### src/rtl/vram_sched_pkg.sv
// Shared slot numbering and grant layout for the VRAM slot scheduler.
package vram_sched_pkg;

    typedef logic [1:0] slot_t;

    localparam slot_t SLOT_SPR = 2'd0;
    localparam slot_t SLOT_FIX = 2'd1;
    localparam slot_t SLOT_CPU = 2'd2;
    localparam slot_t SLOT_REF = 2'd3;

    localparam int GNT_SPR = 0;
    localparam int GNT_FIX = 1;
    localparam int GNT_CPU = 2;
    localparam int GNT_REF = 3;

    localparam logic [3:0] GRANT_CPU_MASK = 4'b0100;
    localparam logic [3:0] GRANT_RESET    = 4'b0001;

    localparam int TICK_W = 4;

endpackage

### src/rtl/vram_slot_timer.sv
// Tick/slot counters with HRESYNC realignment; exposes next-state values so the
// owner can register its outputs in step with the counters.
module vram_slot_timer
    import vram_sched_pkg::*;
#(
    parameter int SLOT_LEN = 4
) (
    input  logic  clk_i,
    input  logic  rst_i,
    input  logic  ce_i,
    input  logic  hresync_i,
    output slot_t slot_o,
    output logic  last_o,
    output logic  resync_o,
    output slot_t slot_d_o,
    output logic  start_d_o,
    output logic  last_d_o,
    output logic  slot_start_o
);

    localparam logic [TICK_W-1:0] LAST = TICK_W'(SLOT_LEN - 1);

    logic [TICK_W-1:0] tick_q, tick_d;
    slot_t             slot_q, slot_d;
    logic              start_q, start_d;
    logic              resync;

    always_comb begin
        tick_d  = tick_q;
        slot_d  = slot_q;
        start_d = start_q;
        // Already at the start of a round: realigning would only repeat the pulse.
        resync  = hresync_i && !(slot_q == SLOT_SPR && tick_q == '0);
        if (ce_i) begin
            if (resync) begin
                tick_d  = '0;
                slot_d  = SLOT_SPR;
                start_d = 1'b1;
            end else if (tick_q == LAST) begin
                tick_d  = '0;
                slot_d  = slot_q + 2'd1;
                start_d = 1'b1;
            end else begin
                tick_d  = tick_q + 4'd1;
                start_d = 1'b0;
            end
        end
    end

    always_ff @(posedge clk_i) begin
        if (rst_i) begin
            tick_q  <= '0;
            slot_q  <= SLOT_SPR;
            start_q <= 1'b1;
        end else begin
            tick_q  <= tick_d;
            slot_q  <= slot_d;
            start_q <= start_d;
        end
    end

    assign slot_o       = slot_q;
    assign last_o       = (tick_q == LAST);
    assign resync_o     = ce_i && resync;
    assign slot_d_o     = slot_d;
    assign start_d_o    = start_d;
    assign last_d_o     = (tick_d == LAST);
    assign slot_start_o = start_q;

endmodule

### src/rtl/vram_slot_sched.sv
// Four-slot VRAM bus scheduler: request latch, slot-2 ownership and registered
// one-hot grant, aligned with the slot timer's counters.
module vram_slot_sched
    import vram_sched_pkg::*;
#(
    parameter int SLOT_LEN = 4
) (
    input  logic       CLK,
    input  logic       RESET,
    input  logic       CE,
    input  logic       HRESYNC,
    input  logic       CPU_REQ,
    input  logic       CPU_WR,
    input  logic       PREFETCH_EN,
    output logic [3:0] GRANT,
    output logic       SLOT_START,
    output logic       CPU_SEL,
    output logic       BUS_WE,
    output logic       CPU_PENDING,
    output logic       CPU_ACK
);

    slot_t      cur_slot, next_slot;
    logic       cur_last, next_last, next_start, resync;
    logic [3:0] slot_onehot_d;

    logic [3:0] grant_q, grant_d;
    logic       cpu_sel_q, cpu_sel_d;
    logic       bus_we_q, bus_we_d;
    logic       pend_q, pend_d;
    logic       wr_q, wr_d;
    logic       ack_q, ack_d;

    vram_slot_timer #(.SLOT_LEN(SLOT_LEN)) u_timer (
        .clk_i        (CLK),
        .rst_i        (RESET),
        .ce_i         (CE),
        .hresync_i    (HRESYNC),
        .slot_o       (cur_slot),
        .last_o       (cur_last),
        .resync_o     (resync),
        .slot_d_o     (next_slot),
        .start_d_o    (next_start),
        .last_d_o     (next_last),
        .slot_start_o (SLOT_START)
    );

    for (genvar gi = 0; gi < 4; gi++) begin : g_onehot
        assign slot_onehot_d[gi] = (next_slot == slot_t'(gi));
    end

    always_comb begin
        grant_d   = grant_q;
        cpu_sel_d = cpu_sel_q;
        bus_we_d  = bus_we_q;
        pend_d    = pend_q;
        wr_d      = wr_q;
        ack_d     = ack_q;
        if (CE) begin
            // Completion needs the full slot; a realign on the last tick aborts it.
            ack_d = cpu_sel_q && (cur_slot == SLOT_CPU) && cur_last && !resync;
            if (ack_d) begin
                pend_d = 1'b0;
            end else if (CPU_REQ && !pend_q) begin
                pend_d = 1'b1;
                wr_d   = CPU_WR;
            end

            cpu_sel_d = 1'b0;
            grant_d   = slot_onehot_d;
            if (next_slot == SLOT_CPU) begin
                if (next_start) begin
                    cpu_sel_d = pend_d;
                    grant_d   = (pend_d || PREFETCH_EN) ? GRANT_CPU_MASK : 4'b0000;
                end else begin
                    cpu_sel_d = cpu_sel_q;
                    grant_d   = grant_q;
                end
            end
            bus_we_d = cpu_sel_d && next_last && wr_q;
        end
    end

    always_ff @(posedge CLK) begin
        if (RESET) begin
            grant_q   <= GRANT_RESET;
            cpu_sel_q <= 1'b0;
            bus_we_q  <= 1'b0;
            pend_q    <= 1'b0;
            wr_q      <= 1'b0;
            ack_q     <= 1'b0;
        end else begin
            grant_q   <= grant_d;
            cpu_sel_q <= cpu_sel_d;
            bus_we_q  <= bus_we_d;
            pend_q    <= pend_d;
            wr_q      <= wr_d;
            ack_q     <= ack_d;
        end
    end

    assign GRANT       = grant_q;
    assign CPU_SEL     = cpu_sel_q;
    assign BUS_WE      = bus_we_q;
    assign CPU_PENDING = pend_q;
    assign CPU_ACK     = ack_q;

endmodule

### config.mk
export PLATFORM = sky130hd
export DESIGN_NAME = vram_slot_sched
export DESIGN_NICKNAME = d
export VERILOG_FILES = /design/src/rtl/vram_sched_pkg.sv /design/src/rtl/vram_slot_timer.sv /design/src/rtl/vram_slot_sched.sv
export SDC_FILE = /design/constraint.sdc
export NUM_CORES = 1
export LEC_CHECK = 0
export ABC_AREA = 1
export BUFFER_PORTS_ARGS = -buffer_cell sky130_fd_sc_hd__buf_2
export CAP_MARGIN = 20
export CORE_MARGIN = 2
export CORE_UTILIZATION = 60
export CTS_BUF_LIST = sky130_fd_sc_hd__clkbuf_4 sky130_fd_sc_hd__clkbuf_8
export DETAILED_ROUTE_END_ITERATION = 10
export HOLD_SLACK_MARGIN = 0.06
export PLACE_DENSITY = 0.85
export REMOVE_ABC_BUFFERS = 1
export SYNTH_ARGS = -nofsm -noshare
export SYNTH_HDL_FRONTEND = slang
export SYNTH_SLANG_ARGS = --single-unit
### constraint.sdc
create_clock -name CLK -period 3.17 [get_ports CLK]
set_clock_uncertainty 0.05 [all_clocks]
set_input_delay 0.951 -clock CLK [delete_from_list [all_inputs] [get_ports CLK]]
set_output_delay 0.951 -clock CLK [all_outputs]
set_load 0.03 [all_outputs]
==> flow_metrics.tcl <==
set metrics [dict create \
    status "complete, no violations" \
    final.setup.tns_ns 0 \
    root_buffer "clkbuf_4" \
    cp_common_cell "nand2_1" \
    crit_family "simple AND/OR/NAND/NOR gates" \
    min_path_cells 2 \
    routed_wl_mm 1.85 \
    antenna_left 0 \
    fmax_mhz 523 \
    syn_area_um2 870 \
    hold_start "GRANT[2]" \
    synth-edff-count 0 \
    clk_pin_slew_ns 0.09 \
    async_reset_ff_share_pct 0 \
    path_cells "buf_2, nand2_2, inv_2, nand2_1, nand2_1, nand2_1, nand4_2, nand2_1, nand3_1, o21ai_0" \
    die_h_um 42.1 \
    drc 0 \
    slew_headroom_pct 79.7 \
    period_share_pct 60.4 \
    core_area_mm2 0.00133 \
    detail_route.wl_per_cell_um 11.6 \
    slowest_stage "buf_2" \
    setup_violations 0 \
    nFillCells 118 \
    yosys.area.top_type "dfxtp_1" \
    place.gp.congestion 0.844 \
    synth.yosys.seq_area_share_pct 36.8 \
    p_leak_nw 0.474 \
    synthTopCellsByCount "36 x nand2_1, 16 x dfxtp_1, 14 x nand3_1, 14 x nor2_1, 12 x inv_1" \
    netlist-cell-type-count 23 \
    htreeDepth 1 \
    synth_flop_cell "dfxtp_1" \
    drive_gt1_share_pct 20.8 \
    avgViaCountPerCell 5.49 \
    antenna_found_initial 0 \
    ir_drop_uv 295 \
    ys_ff_latch 16 \
    grt_usage_pct 22.9 \
    dr.pass1.iters 4 \
    synth_top_area_share_pct 36.8 \
    hold_end "GRANT[2]" \
    crit_required_ns 3.30 \
    worst_ep_arrival_time_ns 2.04 \
    syn_area_per_cell_um2 6.85 \
    ys.warnings.count 0 \
    cts_made_buffers 3 \
    worstReg2RegStart "u_timer.tick_q[0]" \
    drt_iter0_markers 43 \
    rr_worst_depth 10 \
    path_buf_inv 2 \
    max_stage_delay_ns 0.22 \
    crit_type "primary input to flip-flop" \
    port_buffers 15 \
    tightest_slew_ns 0.305 \
    finalMaxSlewViolations 0 \
    cts_sinks 16 \
    rows 13 \
    syn_to_final_growth_pct 12.5 \
    cts_resized 0 \
    cap_viol_max_count 0 \
    critPathCaptureType "flip-flop" \
    cp_max_fo 13 \
    initial_core_util_pct 65.2 \
    min_path_type "flip-flop to flip-flop" \
    fin_nets 157 \
    grt_max_degree 14 \
    syn_inst 127 \
    finalCriticalPeriod_ns 1.91 \
    dieArea_mm2 0.00177 \
    finalHoldViolations 0 \
    r2r_end "GRANT[3]" \
    tritoncts "built" \
    synth.area.top_cells "dfxtp_1 37%, nand2_1 16%, nand3_1 8.1%" \
    rsz0062_at_grt "no" \
    insertion_delay_ns 0.28 \
    hpwlAfterDp_mm 1.44 \
    whs_ns 0.421 \
    grt_first_pass_wirelength_mm 3.19 \
    overflow 0 \
    cts_buffer_depth 2 \
    ioPinCount 16 \
    powerDensity_mw_per_mm2 393 \
    ff2ff_setup_slack_ns 1.54 \
    diodes 0 \
    cp-start-kind "primary input" \
    grt_pass1_vias 802 \
    via_count 873 \
    cts_setup_buffers 0 \
    fp.dieW_um 42.1 \
    hold_buffers 0 \
    yosysMostFrequentCell "nand2_1" \
]
-- report_power, final --
group          leakage, nW  internal, mW  switching, mW
combinational        0.329        0.0211         0.0446
clock               0.0138        0.0441         0.0619
sequential           0.131         0.208        0.00452
total                0.474         0.274          0.111
-- stage by stage --
| step | std cells | worst slack (ns) | cell area [µm²] | power, mW | util [%] |
|---|---|---|---|---|---|
| 2_1_floorplan | 126 | 1.41 | 862 | 0.263 | - |
| 3_3_place_gp | 156 | 1.04 | 956 | 0.281 | 71.7 |
| 3_5_place_dp | 156 | 0.969 | 956 | 0.283 | 71.7 |
| 4_1_cts | 159 | 1.28 | 978 | 0.387 | 73.4 |
| 5_1_grt | 159 | 1.07 | 978 | 0.400 | 73.4 |
| 6_report | 159 | 1.26 | 978 | 0.385 | 73.4 |
-- routing by layer --
metal  vias to the layer above  global-route usage, %  share of wire, %  wire [µm]
li1                        446                      -                 -          -
met1                       379                   29.8                46        847
met2                        44                   39.4                46        851
met3                         4                   2.59               6.8        125
met4                         0                   7.50               1.1         21
met5                         -                      0                 0          0
-- layout make-up --
cell class | count | area [µm²] | share of cell area, %
clock buffer | 3 | 22.5 | 2.30
inverter | 14 | 52.6 | 5.37
multi-input combinational | 96 | 489 | 50.0
sequential | 16 | 320 | 32.7
tap | 15 | 18.8 | 1.92
timing repair buffer | 15 | 75.1 | 7.67
-- cell usage in the layout, fill, tap and decap left out --
cell / instances
a21oi_2: 1
nor2_1: 14
nand4_1: 1
nand4_2: 1
nor3_1: 1
nand3_2: 1
nand2_1: 36
inv_2: 1
clkinv_1: 1
nor2_2: 2
a21oi_1: 9
and2_1: 1
dfxtp_1: 16
inv_1: 12
buf_2: 15
nand3b_1: 1
or2_2: 1
clkbuf_4: 3
nand2_4: 1
nand2_2: 3
ha_1: 4
o21ai_0: 4
nor2_4: 1
nand3_1: 14
-- worst max path at each step --
stage / from / endpoint / slack, ns / depth (start not counted)
2_1_floorplan: CE / GRANT[1] / 1.41 / 9
3_3_place_gp: CE / GRANT[3] / 1.04 / 10
3_5_place_dp: CE / GRANT[3] / 0.97 / 10
4_1_cts: CE / GRANT[3] / 1.28 / 10
5_1_grt: CE / BUS_WE / 1.07 / 9
6_report: CE / GRANT[3] / 1.26 / 10
-- flip-flops by register name, indices dropped and copies added, names as in the netlist --
| name | count |
|---|---|
| u_timer.slot_start_o | 1 |
| wr_q | 1 |
| BUS_WE | 1 |
| u_timer.tick_q | 4 |
| CPU_PENDING | 1 |
| CPU_ACK | 1 |
| CPU_SEL | 1 |
| GRANT | 4 |
| u_timer.slot_o | 2 |
-- cells by family after synthesis --
family          after synthesis  share of synthesized area [%]
simple gates                 78                           42.0
compound gates               14                           8.49
fa+ha+maj                     4                           5.76
flops                        16                           36.8
buf+inv                      15                           6.91
-- worst min-delay path: cells and delay by family (launching register included) --
family           cells  cell delay [ns]
AND/OR/NAND/NOR      2             0.12
flip-flops           1             0.32
Power figures use the tool's default switching activity.
